<file path="config.mk">
export PLATFORM = sky130hd
export DESIGN_NAME = flush_sequencer
export DESIGN_NICKNAME = d
export VERILOG_FILES = /design/src/rtl/flush_sequencer.sv
export SDC_FILE = /design/constraint.sdc
export NUM_CORES = 1
export LEC_CHECK = 0
export BUFFER_PORTS_ARGS = -buffer_cell sky130_fd_sc_hd__buf_2
export CORE_UTILIZATION = 35
export CTS_CLUSTER_DIAMETER = 150
export DETAILED_ROUTE_END_ITERATION = 10
export PLACE_DENSITY = 0.61
export RECOVER_POWER = 25
export SYNTH_ARGS = -nofsm -noshare
export SYNTH_HDL_FRONTEND = slang
export SYNTH_SLANG_ARGS = --single-unit
</file>
<file path="constraint.sdc">
create_clock -name clk -period 1.67 [get_ports clk]
set_input_delay 0.0835 -clock clk [delete_from_list [all_inputs] [get_ports clk]]
set_output_delay 0.0835 -clock clk [all_outputs]
set_load 0.01 [all_outputs]
</file>
<file path="src/rtl/flush_sequencer.sv">
// End-of-image flush controller: drain, flush each packing stage in order, pulse a pipeline reset, report done.
// Optional FLUSH_SEQ_ABORT_EN adds an `abort` input that cuts the sequence short to the pipeline reset.
module flush_sequencer #(
  parameter int NUM_STAGES   = 2,
  parameter int DRAIN_CYCLES = 4,
  parameter int WAIT_CYCLES  = 4,
  parameter int TIMEOUT      = 255,
  localparam int SW = (NUM_STAGES > 1) ? $clog2(NUM_STAGES) : 1,
  localparam int CW = $clog2((DRAIN_CYCLES > TIMEOUT) ? DRAIN_CYCLES : TIMEOUT) + 1
) (
  input  logic                  clk,
  input  logic                  rst,
  input  logic                  done_image,
`ifdef FLUSH_SEQ_ABORT_EN
  input  logic                  abort,
`endif
  input  logic [NUM_STAGES-1:0] stage_idle,
  output logic [NUM_STAGES-1:0] flush,
  output logic                  rst_pipeline,
  output logic                  done_flush,
  output logic                  busy,
  output logic [SW-1:0]         cur_stage,
  output logic                  timeout_err
);

  typedef enum logic [2:0] {
    S_IDLE, S_DRAIN, S_FLUSH, S_SETTLE, S_RESET, S_DONE
  } state_t;

  state_t        state_reg;
  logic [SW-1:0] idx_reg;
  logic [CW-1:0] cnt_reg;
  logic          pending_reg;
  logic          timeout_err_reg;

  logic settled;
  logic timed_out;
  logic abort_req;

  assign settled   = (cnt_reg >= CW'(WAIT_CYCLES - 1)) && stage_idle[idx_reg];
  assign timed_out = (cnt_reg == CW'(TIMEOUT - 1));

`ifdef FLUSH_SEQ_ABORT_EN
  assign abort_req = abort &&
                     (state_reg == S_DRAIN || state_reg == S_FLUSH || state_reg == S_SETTLE);
`else
  assign abort_req = 1'b0;
`endif

  always_ff @(posedge clk) begin
    if (rst) begin
      state_reg       <= S_IDLE;
      idx_reg         <= '0;
      cnt_reg         <= '0;
      pending_reg     <= 1'b0;
      timeout_err_reg <= 1'b0;
    end else begin
      // A single request is remembered while busy; more collapse into it.
      if (state_reg != S_IDLE && done_image) pending_reg <= 1'b1;

      case (state_reg)
        S_IDLE: begin
          if (done_image || pending_reg) begin
            state_reg   <= S_DRAIN;
            cnt_reg     <= '0;
            pending_reg <= 1'b0;
          end
        end
        S_DRAIN: begin
          if (cnt_reg == CW'(DRAIN_CYCLES - 1)) begin
            state_reg <= S_FLUSH;
            idx_reg   <= '0;
          end else begin
            cnt_reg <= cnt_reg + CW'(1);
          end
        end
        S_FLUSH: begin
          state_reg <= S_SETTLE;
          cnt_reg   <= '0;
        end
        S_SETTLE: begin
          if (!timed_out) cnt_reg <= cnt_reg + CW'(1);
          if (settled || timed_out) begin
            if (!settled) timeout_err_reg <= 1'b1;
            if (idx_reg == SW'(NUM_STAGES - 1)) begin
              state_reg <= S_RESET;
            end else begin
              state_reg <= S_FLUSH;
              idx_reg   <= idx_reg + SW'(1);
            end
          end
        end
        S_RESET: state_reg <= S_DONE;
        S_DONE:  state_reg <= S_IDLE;
        default: state_reg <= S_IDLE;
      endcase

      // Abort overrides whatever the sequence would have done next.
      if (abort_req) begin
        state_reg   <= S_RESET;
        pending_reg <= 1'b0;
      end
    end
  end

  generate
    for (genvar gi = 0; gi < NUM_STAGES; gi++) begin : g_flush
      assign flush[gi] = (state_reg == S_FLUSH) && (idx_reg == SW'(gi));
    end
  endgenerate

  assign rst_pipeline = (state_reg == S_RESET);
  assign done_flush   = (state_reg == S_DONE);
  assign busy         = (state_reg != S_IDLE);
  assign cur_stage    = (state_reg == S_FLUSH || state_reg == S_SETTLE) ? idx_reg : '0;
  assign timeout_err  = timeout_err_reg;

endmodule
</file>
# [Yosys cells after proc, flatten, opt, wreduce, memory -nomap -nowiden]
# Index checks and enable logic that the tools add are counted.
[word_totals] register_bits=15 wordCells=57 output_inout_bits=7 input_bits=5
[classes] eq_ne=12 magnitude_cmp=2 muxes=19 reduce_logical=15 add_sub_neg=2 n_bitwise=2
[op_table] operator="one-hot mux 9 bit (4 select lines)" n=1
[op_table] operator="two-way mux 9 bit" n=3
[op_table] operator="one-hot mux 3 bit (5 select lines)" n=1
[op_table] operator="two-way mux 3 bit" n=4
[op_table] operator="!= test 2 bit, second input constant" n=5
[op_table] operator="adder 9 x 1 -> 9 bit, second input constant" n=1
[op_table] operator="== test 9 x 2 -> 1 bit, second input constant" n=1
[op_table] operator="== test 9 x 8 -> 1 bit, second input constant" n=1
[op_table] operator=">= comparator 9 x 2 -> 1 bit, second input constant" n=1
[op_table] operator="two-way mux 1 bit" n=9
[op_table] operator="AND reduction 3 bit" n=3
[op_table] operator="== test 3 x 2 -> 1 bit, second input constant" n=2
[op_table] operator="== test 3 bit, second input constant" n=2
[op_table] operator="logical AND 1 bit" n=4
[op_table] operator="AND reduction 4 bit" n=1
[op_table] operator="nonzero test 4 bit" n=1
[op_table] operator="== test 3 x 1 -> 1 bit, second input constant" n=1
[op_table] operator="logical NOT 3 bit" n=1
[op_table] operator="logical OR 1 bit" n=3
[op_table] operator="nonzero test 3 bit" n=1
[op_table] operator="less-than comparator 1 x 2 -> 1 bit, second input constant" n=1
[op_table] operator="NOT 1 bit" n=2
[op_table] operator="one-hot mux 1 bit (2 select lines)" n=1
[op_table] operator="nonzero test 2 bit" n=1
[op_table] operator="adder 1 bit, second input constant" n=1

# [Logic depth before layout (Yosys ltp)]
[depth] depth_word=6 mapped_depth=6 ltp_nobuf=6

# [Worst setup path after synthesis]
# No wires, ideal clock.
[synth_path] path_type="register to register" start="reg cnt_reg[0]" end="reg cnt_reg[1]" setup_slack_ns=-0.004 path_buffers=0 arrival_time_ns=1.559 t_required_ns=1.554 path_stages_with_launch=6 setup_time_ns=0.116 synth_period_minus_slack_ns=1.674 path_cell_list="dfxtp_1 -> ha_1 -> nor4b_2 -> a32o_2 -> o311a_1 -> a31o_1"
[synth_via] elab_chain_cells=3 word_cells_on_any_way=9 cone_classes="add/sub (1); eq/ne (4); mux (3); reduce/logical (1)"
[synth_lines] element="start, declared" line="32" rtl="logic [CW-1:0] cnt_reg;"
[synth_lines] element="start signal, assigned" line="74" rtl="cnt_reg <= cnt_reg + CW'(1);"
[synth_lines] element="start signal, assigned" line="82" rtl="if (!timed_out) cnt_reg <= cnt_reg + CW'(1);"
[synth_lines] element="adder 9 x 1 -> 9 bit, or another cell as far along" line="74, 82"
[synth_lines] element="two-way mux 9 bit, or another cell as far along" line="82"
[synth_lines] element="one-hot mux 9 bit (4 select lines) / AND reduction 4 bit (equally long branches)"
# Parallel ways exist; a longest one is shown, timed or not. The select of a mux whose other input is x is not followed.
# A chain may end at the register's enable or synchronous reset.

# [Worst setup path in the final report]
[layout_path] start="reg cnt_reg[0]" end="reg cnt_reg[5]"
# The elaborated chain is that of the path after synthesis.

==> flow_summary_export.csv <==
group,metric,value,unit
run_status,status,"completed",
min_path,holdCritPathClass,"in -> reg",
timing,fin_crit_sh,0.995,
setup_path,crit_type,"reg -> reg",
pwr,powerDensity,544,mW/mm^2
global_routing,track_usage,0.166,
yosys,synth_top_cell_by_area,"dfxtp_1",
placement,place_ws,-0.0321,ns
setup_path,cp_max_fo,8,
floorplan,initial_core_util,0.367,
clock_network,path_clk_slew,0.10,ns
pwr,p_int,0.000499,W
final_layout,drive_above_1_share,0.343,
yosys,avgSynthCellArea,8.80,sq um
timing,worst_pin_slew,0.355,ns
detailed_routing,wl,2.59,mm
yosys,yosys_warnings,0,
yosys,ys_seq_elements,15,
global_routing,grt_first_pass_wirelength,4.14,mm
floorplan,dieArea,0.00309,sq mm
global_routing,grt_max_degree,15,
yosys,synth_ff_type,"dfxtp_1",
detailed_routing,dr.pass1.iters,4,
timing,finalSetupViolations,0,
global_routing,grt_pass1_vias,919,
pwr,finalPower,0.000697,W
global_routing,overflow,0,
clock_network,numCtsBuffers,3,
timing,skew,0.00577,ns
floorplan,chipHeight,55.5,um
clock_network,cts-root-buf,"clkbuf_4",
final_layout,final_common_cell,"buf_4",
final_layout,largest_register_ffs,9,
pwr,ir_worst_vdd,0.000361,V
placement,placed_area,0.00113,sq mm
clock_network,cts_hold_buf,0,
detailed_routing,vias,1011,
pwr,p_seq_frac,0.537,
setup_path,worst_setup_path_start_kind,"flip-flop",
floorplan,io_pins,12,
yosys,synth.net_count,121,
final_layout,final_area,0.00128,sq mm
clock_network,clockBufferDepth,2,
yosys,synth_top_area_frac,0.299,
yosys,async_reset_ff_frac,0,
setup_path,cp.required,1.90,ns
timing,fmax,0.602,GHz
final_layout,insertedDiodeCount,0,
pwr,p_sw_frac,0.283,
detailed_routing,drt_iter0_markers,52,
floorplan,die_w,55.5,um
placement,globalplace.congestion,0.825,
yosys,yosysSeqAreaShare,0.299,
timing,slew_headroom,0.763,
pwr,power_frac_comb,0.152,
timing,grt_setup_unrepaired,"true",
yosys,yosys-top-cells-area,"dfxtp_1 30%, mux2i_1 8.0%, nand3_1 5.5%",
floorplan,row_count,19,
clock_network,clk_latency,0.29,ns
timing,period_needed,1.66,ns
global_routing,grt_antenna_before_repair,0,
timing,hold_viol,0,
detailed_routing,routedWlPerCell,15.4,um
detailed_routing,drtAntennaViolNets,0,
flow_run,cap_violations,0,
setup_path,crit_path_end_kind,"flip-flop",
yosys,synth-edff-count,0,
placement,dpl.hpwl,1.74,mm
final_layout,layout_common_cells,"14 x buf_4, 12 x dfxtp_1, 11 x nand3_1",
clock_network,cts_sinks,15,
clock_network,cts_tree,"done",
final_layout,final_net_count,145,
placement,placed_cells,159,
detailed_routing,drc,0,
yosys,netlist_instances,114,
placement,port_buffers,11,
final_layout,fin_cells,168,
detailed_routing,viasPerCell,6.02,
final_layout,fillerInstances,271,
yosys,synth_cell_types,46,
timing,fin_ws,0.00756,ns
pwr,power.leakage,0.483,nW
pwr,p_sw,0.000197,W
setup_path,critPathArrivalTime,1.89,ns
clock_network,htreeDepth,1,
timing,drv_slew,0,
pwr,clkPwrFrac,0.311,
final_layout,area_growth_syn_to_layout,27.6,%
floorplan,core_area,0.00273,sq mm
yosys,syn_area,0.00100,sq mm
[through the flow]
step / hold WS (ns) / util / TNS, ns
after global routing: 0.0645 / 0.468 / -0.220
after floorplan: 0.151 / - / 0
final: 0.0605 / 0.468 / 0
after global placement: 0.364 / 0.415 / 0
after detailed placement: 0.369 / 0.415 / -0.127
after CTS: 0.0522 / 0.436 / 0
[final timing paths]
kind,start,to,slack (ns),cells after the start
worst max-delay path,cnt_reg[0],cnt_reg[5],0.008,5
worst min-delay path,rst,cnt_reg[6],0.06,2
worst max register to register,cnt_reg[0],cnt_reg[5],0.008,5
worst min register to register,timeout_err,timeout_err,0.48,1
[layout make-up]
class	count	area [sq um]	area share
sequential	15	307	0.239
clock buffer	4	26.3	0.0205
multi-input combinational	88	714	0.558
timing repair buffer	27	183	0.143
inverter	3	11.3	0.00880
tap	31	38.8	0.0303
[routing by layer]
metal / part of all wire / vias to the layer above / global-route usage
met5: 0 / - / 0
met4: 0.0062 / 0 / 0.0357
met3: 0.065 / 4 / 0.0351
met2: 0.51 / 40 / 0.299
met1: 0.42 / 481 / 0.201
li1: - / 486 / -
[cell usage after synthesis (2+ instances only)]
| cell type | number |
|---|---|
| a31oi_1 | 3 |
| clkbuf_1 | 3 |
| clkbuf_2 | 2 |
| dfxtp_1 | 15 |
| ha_1 | 2 |
| inv_1 | 2 |
| mux2i_1 | 8 |
| nand2_1 | 7 |
| nand3_1 | 11 |
| nand3b_1 | 6 |
| nand4_1 | 3 |
| nor2_1 | 8 |
| nor2b_1 | 2 |
| nor3_1 | 4 |
| nor3_4 | 2 |
| nor4_1 | 6 |
[logic make-up (layout without fill, tap and decap cells)]
| group | count (synthesis) | count (layout) | share of synthesized area |
|---|---|---|---|
| AOI/OAI and AO/OA | 20 | 20 | 0.168 |
| buffers and inverters | 11 | 34 | 0.0586 |
| DFF | 15 | 15 | 0.299 |
| muxes | 8 | 8 | 0.0798 |
| and+or+nand+nor | 58 | 58 | 0.369 |
| adders and majority gates | 2 | 2 | 0.0249 |
[worst max-delay path, cell delays in order (launching register included)]
cell,delay [ns]
dfxtp_4,0.38
ha_4,0.16
nor4b_4,0.12
a32o_2,0.39
nor4_2,0.35
mux2i_1,0.21
[power groups by stage]
| stage | combinational (W) | clock [W] | sequential, W |
|---|---|---|---|
| 2_1_floorplan | 0.0000731 | 0 | 0.000377 |
| 4_1_cts | 0.000102 | 0.000226 | 0.000374 |
| 5_1_grt | 0.000117 | 0.000236 | 0.000375 |
| 3_5_place_dp | 0.0000970 | 0 | 0.000381 |
| 6_report | 0.000106 | 0.000217 | 0.000374 |
| 3_3_place_gp | 0.0000960 | 0 | 0.000379 |
[timing repair]
item                                   4_1_cts  5_1_grt
pin swaps                                    2        6
resized for setup                            5        9
setup endpoints to repair                    6        9
endpoints found under the hold margin        0        0
setup buffers                                1        4
(Power assumes the default switching activity.)
